[src/rtl/pixel_stream_source.sv]
// Frame/line pacer: gates upstream pixels into WIDTH x HEIGHT frames with H/V blanking; 1-cycle output latency.
// Backpressure: pixel_in_ready is high only while a line is active; a starved active cycle emits validout=0 and sets sticky underrun.
module pixel_stream_source #(
    parameter int WIDTH   = 400,
    parameter int HEIGHT  = 336,
    parameter int H_BLANK = 2,
    parameter int V_BLANK = 4
) (
    input  logic       clock,
    input  logic       reset,
    input  logic       enable,
    input  logic [7:0] pixel_in,
    input  logic       pixel_in_valid,
    output logic       pixel_in_ready,
    output logic [7:0] dout,
    output logic       blanking_out,
    output logic       validout,
    output logic       frame_start,
    output logic       underrun
);

    localparam int CW    = (WIDTH  > 1) ? $clog2(WIDTH)  : 1;
    localparam int RW    = (HEIGHT > 1) ? $clog2(HEIGHT) : 1;
    localparam int BMAX  = (H_BLANK > V_BLANK) ? H_BLANK : V_BLANK;
    localparam int BW    = (BMAX > 1) ? $clog2(BMAX) : 1;

    localparam logic [CW-1:0] COL_LAST = CW'(WIDTH - 1);
    localparam logic [RW-1:0] ROW_LAST = RW'(HEIGHT - 1);
    localparam logic [BW-1:0] H_LAST   = BW'((H_BLANK > 0) ? H_BLANK - 1 : 0);
    localparam logic [BW-1:0] V_LAST   = BW'((V_BLANK > 0) ? V_BLANK - 1 : 0);

    typedef enum logic [1:0] {IDLE, ACTIVE, HBLANK, VBLANK} state_t;

    state_t        state, state_nxt;
    logic [CW-1:0] col, col_nxt;
    logic [RW-1:0] row, row_nxt;
    logic [BW-1:0] bcnt, bcnt_nxt;
    logic          accept;
    logic          line_end;

    logic [7:0]    dout_nxt;
    logic          blank_nxt;
    logic          vld_nxt;
    logic          fs_nxt;
    logic          underrun_nxt;

    assign accept = pixel_in_valid && pixel_in_ready;

    always_ff @(posedge clock or negedge reset) begin
        if (!reset) begin
            state        <= IDLE;
            col          <= '0;
            row          <= '0;
            bcnt         <= '0;
            dout         <= '0;
            blanking_out <= 1'b0;
            validout     <= 1'b0;
            frame_start  <= 1'b0;
            underrun     <= 1'b0;
        end else begin
            state        <= state_nxt;
            col          <= col_nxt;
            row          <= row_nxt;
            bcnt         <= bcnt_nxt;
            dout         <= dout_nxt;
            blanking_out <= blank_nxt;
            validout     <= vld_nxt;
            frame_start  <= fs_nxt;
            underrun     <= underrun_nxt;
        end
    end

    always_comb begin
        state_nxt = state;
        col_nxt   = col;
        row_nxt   = row;
        bcnt_nxt  = bcnt;
        line_end  = 1'b0;
        unique case (state)
            IDLE: begin
                if (enable) begin
                    state_nxt = ACTIVE;
                    col_nxt   = '0;
                    row_nxt   = '0;
                end
            end
            ACTIVE: begin
                if (accept) begin
                    if (col == COL_LAST) begin
                        col_nxt  = '0;
                        bcnt_nxt = '0;
                        if (H_BLANK > 0) state_nxt = HBLANK;
                        else             line_end  = 1'b1;
                    end else begin
                        col_nxt = col + CW'(1);
                    end
                end
            end
            HBLANK: begin
                if (bcnt == H_LAST) line_end = 1'b1;
                else                bcnt_nxt = bcnt + BW'(1);
            end
            VBLANK: begin
                if (bcnt == V_LAST) begin
                    bcnt_nxt  = '0;
                    state_nxt = enable ? ACTIVE : IDLE;
                end else begin
                    bcnt_nxt = bcnt + BW'(1);
                end
            end
        endcase
        // Shared end-of-line decision so H_BLANK=0 behaves like a zero-length HBLANK.
        if (line_end) begin
            bcnt_nxt = '0;
            if (row != ROW_LAST) begin
                row_nxt   = row + RW'(1);
                state_nxt = ACTIVE;
            end else begin
                row_nxt = '0;
                if (V_BLANK > 0) state_nxt = VBLANK;
                else             state_nxt = enable ? ACTIVE : IDLE;
            end
        end
    end

    always_comb begin
        pixel_in_ready = (state == ACTIVE);
        dout_nxt       = '0;
        blank_nxt      = 1'b0;
        vld_nxt        = 1'b0;
        fs_nxt         = 1'b0;
        underrun_nxt   = underrun;
        unique case (state)
            IDLE: ;
            ACTIVE: begin
                if (accept) begin
                    dout_nxt = pixel_in;
                    vld_nxt  = 1'b1;
                    fs_nxt   = (row == '0) && (col == '0);
                end else begin
                    dout_nxt     = dout;
                    underrun_nxt = 1'b1;
                end
            end
            HBLANK, VBLANK: begin
                vld_nxt   = 1'b1;
                blank_nxt = 1'b1;
            end
        endcase
    end

endmodule
[config.mk]
export PLATFORM = sky130hd
export DESIGN_NAME = pixel_stream_source
export DESIGN_NICKNAME = d
export VERILOG_FILES = /design/src/rtl/pixel_stream_source.sv
export SDC_FILE = /design/constraint.sdc
export NUM_CORES = 1
export LEC_CHECK = 0
export ABC_AREA = 1
export BUFFER_PORTS_ARGS = -buffer_cell sky130_fd_sc_hd__buf_2
export CORE_MARGIN = 3
export CORE_UTILIZATION = 47
export CTS_CLUSTER_DIAMETER = 100
export CTS_CLUSTER_SIZE = 8
export DETAILED_ROUTE_END_ITERATION = 7
export GPL_TIMING_DRIVEN = 0
export PLACE_DENSITY = 0.67
export SLEW_MARGIN = 10
export SYNTH_ARGS = -nofsm -noshare
export SYNTH_HDL_FRONTEND = slang
export SYNTH_SLANG_ARGS = --single-unit
[constraint.sdc]
create_clock -name clock -period 4.69 [get_ports clock]
set_clock_uncertainty 0.1 [all_clocks]
set_input_delay 0.938 -clock clock [delete_from_list [all_inputs] [get_ports clock]]
set_output_delay 0.938 -clock clock [all_outputs]
set_load 0.02 [all_outputs]
==> metrics.txt, run 1 <==
Layout area overhead 14.44%; chip height 71.12 um; Layout Utilization 56.21%; Net Sw Frac 40.42%; Tmin final 2.224 ns; Leak 1.166 nW; xor-xnor portion of the synthesized cell area 0.8788%; Setup TNS 0 ns; Layout Cells excl Fill 332; Hold Crit Depth 1; initial core utilization 49.12%; Die W 71.12 um; fmax 449.7 MHz; sequential fraction of the synthesis area 42.69%; origin of the critical flop-to-flop path state[0]$_DFFE_PN0P_; Net Switching 0.4481 mW; share of cells above drive strength 1 19.86%; reg-to-reg slack, setup 2.91 ns; DR WL/cell 11.85 um; Site Rows 23; RePlAce Congestion 0.7953; Critical Path Slowest Stage Cell dfrtp_1; Post-Route WL 3.934 mm; total track usage 17.14%; Vias 1679; logic gate share of total power 42.9%; sequential standard cell area 850.8 sq um; Clock Power Share 22.5%; CTS root buffer clkbuf_8; clk buf depth 2; Hold Crit Class flop to flop; initial drt markers 97; CTS Buf Count 5; worst-margin pin slew 0.7463 ns; Synth async-reset ratio 100.0%; #FFs+latches synth 34; Post-Syn Nets 275; post-cts gate resize count 0; clock latency on the worst-skew pair 0.28 ns; Startpoint Class flop; status completed; Final #Nets 305; RSZ-0062 raised after global routing no; initial antenna violation count 0; most common flop cell mapped by yosys dfrtp_1; slew margin rel. 50.24%; Pint 0.6604 mW; CP required 3.65 ns; commonest non-fill, non-tap cells in the layout 71 x nand2_1, 34 x dfrtp_1, 26 x inv_1, 26 x buf_2, 26 x nand3_1; I/O pin count 25; H-Tree Depth 2; filler instances 382; critical path, cell by cell inv_1 -> ha_1 -> buf_2; drc violations 0; vias in the first global route 1457; grt total ovfl 0; dpl hpwl 2.913 mm; Via density 5.057; Post-Syn Area per Cell 7.941 sq um; die area 0.005058 sq mm; post-route ant nets 0; simple-gate share of the synthesized area 32.96%; worst setup path category flop to primary output; mapped cell area 0.001993 sq mm; largest family of logic cells by synthesized area simple AND/OR/NAND/NOR gates; Mapped Cells 251; CP arrival 1.19 ns; adder-cell share of the synthesized area 7.533%; hold_sp underrun$_DFFE_PN0N_; ANT cells 0; first-pass GRT wire length 6.844 mm; dpl cells 324; Worst-path clk slew 0.07 ns; worst path bufs/invs 2; EDFF count, synth 0; Post-Place Cell Area 0.002171 sq mm; Final Max Slew Viols 0; hold path endpoint underrun$_DFFE_PN0N_; final setup fails 0; period utilization 47.41%; critical path's top delay family flip-flops; max-cap violation count 0; reg2reg end row[0]$_DFFE_PN0P_; post-synthesis mux area share 0%; Pwr Density 486.0 mW/mm^2; Hold WS 0.3616 ns; PortBufs 23; Hold Vio Cnt, Final 0; multi-input logic area 979.7 sq um; CP Max Fanout 4; Seq pwr share 34.6%; DRT Pass-1 Iters 4; maximum VDD drop 0.2609 mV; reg2reg path depth 6; Finished Cell Area 0.002281 sq mm; commonest non-fill, non-tap cell in the layout nand2_1; CP Capture Type primary output; Compound-Gate Fraction of Synth Area 7.784%; Post-CTS Setup Inserts 0; Core ar. 0.004058 sq mm; TritonCTS Sinks 34; CP peak stage delay 0.41 ns; largest net degree at the start of global routing 35; Netlist cell types 32; CTS Hold Buffers Added 0; YS warnings 0; CTS tree built
-- routing by layer --
layer  vias up  wire length (um)  GRT usage (%)
met5         -                 0              0
met4         0                32          5.010
met3         4               199          4.688
met2        35              1783          25.23
met1       766              1919          24.75
li1        874                 -              -
-- worst max path at each step --
stage                                    start                   end  slack (ns)  cells past startpoint
after global routing      state[1]$_DFFE_PN0P_        pixel_in_ready        2.38                      3
after global placement          pixel_in_valid  state[1]$_DFFE_PN0P_        2.69                      7
final                     state[1]$_DFFE_PN0P_        pixel_in_ready        2.47                      3
after detailed placement        pixel_in_valid  state[1]$_DFFE_PN0P_        2.69                      7
after CTS                 state[1]$_DFFE_PN0P_        pixel_in_ready        2.44                      3
after floorplan                 pixel_in_valid  state[1]$_DFFE_PN0P_        2.82                      7
-- synthesized netlist by cell type (3+ instances only) --
cell type / count / area share (%)
or2_2: 3 / 0.94
dfrtp_1: 34 / 43
buf_2: 3 / 0.75
nand4_1: 11 / 3.5
nor3_1: 3 / 0.75
ha_1: 12 / 7.5
nand2_1: 71 / 13
nand3_1: 26 / 6.5
o21ai_1: 3 / 0.75
o22ai_1: 3 / 0.94
a21oi_1: 3 / 0.75
o21ai_0: 8 / 2.0
nand2_4: 3 / 1.7
inv_1: 26 / 4.9
nor2_1: 19 / 3.6
-- kinds of logic (layout without fill, tap and decap cells) --
logic type | after synthesis | after routing
xor gates and xnor gates | 2 | 2
DFF | 34 | 34
adders and majority gates | 12 | 12
and+or+nand+nor | 143 | 143
buffers and inverters | 36 | 67
AOI/OAI and AO/OA | 24 | 24
-- layout make-up --
class,instances,share of cell area (%)
buffer,6,1.975
sequential,34,37.30
timing repair buffer,23,5.047
inverter,30,5.156
tap,50,2.743
multi-input combinational,181,42.95
clock buffer,8,4.827
-- power by group through the flow --
stage	clock network, mW	logic (mW)	registers, mW
6_report	0.249	0.476	0.384
2_1_floorplan	0	0.335	0.415
4_1_cts	0.258	0.481	0.384
3_3_place_gp	0	0.475	0.389
5_1_grt	0.267	0.542	0.393
3_5_place_dp	0	0.479	0.390
-- per-stage QoR --
stage,total power [mW],setup slack [ns]
floorplan,0.7505,2.815
global placement,0.8645,2.690
detailed placement,0.8684,2.687
CTS,1.124,2.442
global route,1.203,2.383
finish,1.108,2.466
-- sequential cells by signal, indices dropped and copies added (netlist names) --
signal	count
underrun	1
row	9
dout	8
bcnt	2
blanking_out	1
col	9
frame_start	1
validout	1
state	2
No activity file was read; power rests on OpenSTA's default activity.
==> inputs of run 2 (changes only) <==
ABC_AREA = 0   (was 1)
PLACE_DENSITY = 0.7   (was 0.67)
clock period = 2.04 ns   (was 4.69 ns; I/O delays follow)
==> run 2 against run 1 <==
Compared with the run above:
- count of clock-buffer cells in the layout is 1 lower
- first-iteration DRC count is 27% lower
- die area is 4.9% lower
- highest routed layer unchanged
- sequential power grew to 2.6 times the previous value
- cell count is 17% lower
- power grew to 2.6 times the previous value
==> metrics.txt, run 2 <==
status completed (unchanged); maximum VDD drop 0.9343 mV (was 0.2609 mV); I/O pin count 25 (unchanged); Synth area leaders dfrtp_1 45%, ha_1 8.0%, mux2i_1 5.3%, o21ai_0 4.0%, nand2_1 3.6% (was dfrtp_1 43%, nand2_1 13%, ha_1 7.5%, nand3_1 6.5%, inv_1 4.9%); CP required 2.17 ns (was 3.65 ns); most frequent cell after synthesis dfrtp_1 (was nand2_1); CP Capture Type flop (was primary output); initial core utilization 50.03% (was 49.12%); Layout area overhead 19.76% (was 14.44%); Yosys top cell area share 45.09% (was 42.69%); TritonCTS Sinks 34 (unchanged); Crit. path cell count 7 (was 3); clock latency on the worst-skew pair 0.29 ns (was 0.28 ns); sequential fraction of the synthesis area 45.09% (was 42.69%); DRT Pass-1 Iters 4 (unchanged); Final Max Slew Viols 0 (unchanged); RSZ-0062 raised after global routing no (unchanged); reg2reg path depth 7 (was 6); most common flop cell mapped by yosys dfrtp_1 (unchanged); Critical Path Slowest Stage Cell dfrtp_2 (was dfrtp_1); final setup fails 0 (unchanged); commonest cells in the netlist 34 x dfrtp_1, 18 x nand2_1, 15 x o21ai_0, 14 x inv_1, 12 x ha_1 (was 71 x nand2_1, 34 x dfrtp_1, 26 x inv_1, 26 x nand3_1, 19 x nor2_1); CP Max Fanout 5 (was 4); critical path, cell by cell inv_1 -> ha_2 -> nand2b_1 -> o211ai_1 -> buf_4 -> or4_1 -> nand3_1 (was inv_1 -> ha_1 -> buf_2); H-Tree Depth 2 (unchanged); Via density 5.588 (was 5.057); Setup TNS 0 ns (unchanged); slew margin rel. 49.70% (was 50.24%); grt total ovfl 0 (unchanged); Die W 69.36 um (was 71.12 um); CTS Hold Buffers Added 0 (unchanged); CP arrival 2.08 ns (was 1.19 ns); cell taking the most area after synthesis dfrtp_1 (unchanged); first-pass GRT wire length 6.913 mm (was 6.844 mm); PortBufs 24 (was 23); Post-Syn Area per Cell 9.726 sq um (was 7.941 sq um); Hold Vio Cnt, Final 0 (unchanged); period utilization 95.87%; worst setup path category flop to flop (was flop to primary output); Post-Syn Nets 218 (was 275); commonest non-fill, non-tap cells in the layout 33 x dfrtp_1, 24 x buf_2, 17 x nand2_1 (was 71 x nand2_1, 34 x dfrtp_1, 26 x inv_1, 26 x buf_2, 26 x nand3_1); vias in the first global route 1480 (was 1457); Synth async-reset ratio 100.0% (unchanged); CP peak stage delay 0.43 ns (was 0.41 ns); EDFF count, synth 0 (unchanged); post-route ant nets 0 (unchanged); initial antenna violation count 0 (unchanged); Netlist cell types 46 (was 32); Leak 1.064 nW (was 1.166 nW); Power Total 2.878 mW (was 1.108 mW); Startpoint Class flop (unchanged); chip height 69.36 um (was 71.12 um); drc violations 0 (unchanged); die area 0.004811 sq mm (was 0.005058 sq mm); biggest regs col x9, row x9, dout x8 (unchanged); worst-margin pin slew 0.7544 ns (was 0.7463 ns); Layout Utilization 59.92% (was 56.21%); Layout Cells excl Fill 277 (was 332); Post-Route WL 4.009 mm (was 3.934 mm); mapped cell area 0.001887 sq mm (was 0.001993 sq mm); Mapped Cells 194 (was 251); dpl cells 266 (was 324); commonest non-fill, non-tap cell in the layout dfrtp_1 (was nand2_1); largest net degree at the start of global routing 35 (unchanged); ANT cells 0 (unchanged); Tmin final 1.956 ns; dpl hpwl 2.903 mm (was 2.913 mm); clk buf depth 2 (unchanged); Final #Nets 252 (was 305); #FFs+latches synth 34 (unchanged); Core ar. 0.003771 sq mm (was 0.004058 sq mm); Site Rows 22 (was 23); RePlAce Congestion 0.8957 (was 0.7953); CTS tree built (unchanged); fmax 511.3 MHz; critical path's top delay family simple AND/OR/NAND/NOR gates (was flip-flops); Hold Crit Class input pin to asynchronous set/reset pin (was flop to flop); setup ws final 0.08415 ns (was 2.466 ns); total track usage 17.45% (was 17.14%); CTS root buffer clkbuf_8 (unchanged); DR WL/cell 14.47 um (was 11.85 um); dpl ws -0.1362 ns (was 2.687 ns); Vias 1548 (was 1679); YS warnings 0 (unchanged); initial drt markers 71 (was 97); share of cells above drive strength 1 24.45% (was 19.86%); CTS Buf Count 5 (unchanged); max-cap violation count 0 (unchanged); Pwr Density 1274 mW/mm^2 (was 486.0 mW/mm^2); Worst-path clk slew 0.07 ns (about the same); worst path bufs/invs 2 (unchanged)
[run 2: cell types whose count changed after synthesis, moves of 4 or more]
cell | before | now
a21oi_1 | 3 | 9
and3_1 | 0 | 4
inv_1 | 26 | 14
mux2i_1 | 0 | 10
nand2_1 | 71 | 18
nand2b_1 | 0 | 5
nand3_1 | 26 | 9
nand4_1 | 11 | 5
nor2_1 | 19 | 11
o21ai_0 | 8 | 15
[run 2: kinds of logic after synthesis]
family          after synthesis  share of synthesized area (%)
simple gates                 73                          20.56
compound gates               44                          15.85
flops                        34                          45.09
buf+inv                      20                          4.442
fa+ha+maj                    12                          7.957
mux                          11                          6.101
[run 2: final cells by class]
cell class	count	area, sq um
plain buffers	4	33.78
clock buffers	7	86.33
clock inverters	1	5.005
fillers	337	1511
inverters	15	57.56
multi-input cells	140	1015
flip-flops and latches	34	852.1
well taps	48	60.06
repair buffers	28	150.1
[run 2: worst paths after layout]
path	start	to	slack, ns
setup / recovery	state[0]$_DFFE_PN0P_	col[7]$_DFFE_PN0P_	0.08
setup reg to reg	state[0]$_DFFE_PN0P_	col[7]$_DFFE_PN0P_	0.08
hold reg to reg	underrun$_DFFE_PN0N_	underrun$_DFFE_PN0N_	0.36
max in group asynchronous	reset	state[0]$_DFFE_PN0P_	1.22
min in group clock	pixel_in[7]	dout[7]$_DFFE_PN0P_	0.27
hold / removal	reset	row[5]$_DFFE_PN0P_	0.09
[run 2: metrics by stage]
stage               instance area, sq um  hold slack (ns)
global placement                    2067           0.3493
finish                              2260          0.08860
global route                        2260           0.1354
detailed placement                  2067           0.3472
floorplan                           1887          0.01241
CTS                                 2171           0.1165
[run 2: where the power goes]
part | switching [mW] | internal, mW | total [mW] | leakage [nW]
combinational | 0.772 | 0.589 | 1.36 | 0.564
sequential | 0.166 | 0.840 | 1.01 | 0.453
clock | 0.240 | 0.272 | 0.512 | 0.0482
[run 2: timing repair]
action / in CTS / in global routing
buffers inserted: 1 / 3
pin swaps: 1 / 2
endpoints found under the setup margin: 11 / 16
resized for setup: 3 / 18
cloned: 0 / 0
[run 2: layer usage]
layer	up-vias	part of all wire [%]	global-route usage, %	wire, um
li1	766	-	-	-
met1	737	49	24.00	1959
met2	40	45	27.22	1797
met3	5	5.0	4.348	200
met4	0	1.3	5.206	53
met5	-	0	0	0
[run 2: worst register-to-register path: stages (launching register included)]
cell      delay (ns)
dfrtp_2         0.43
inv_1           0.10
ha_2            0.23
nand2b_1        0.15
o211ai_1        0.19
buf_4           0.19
or4_1           0.40
nand3_1         0.10
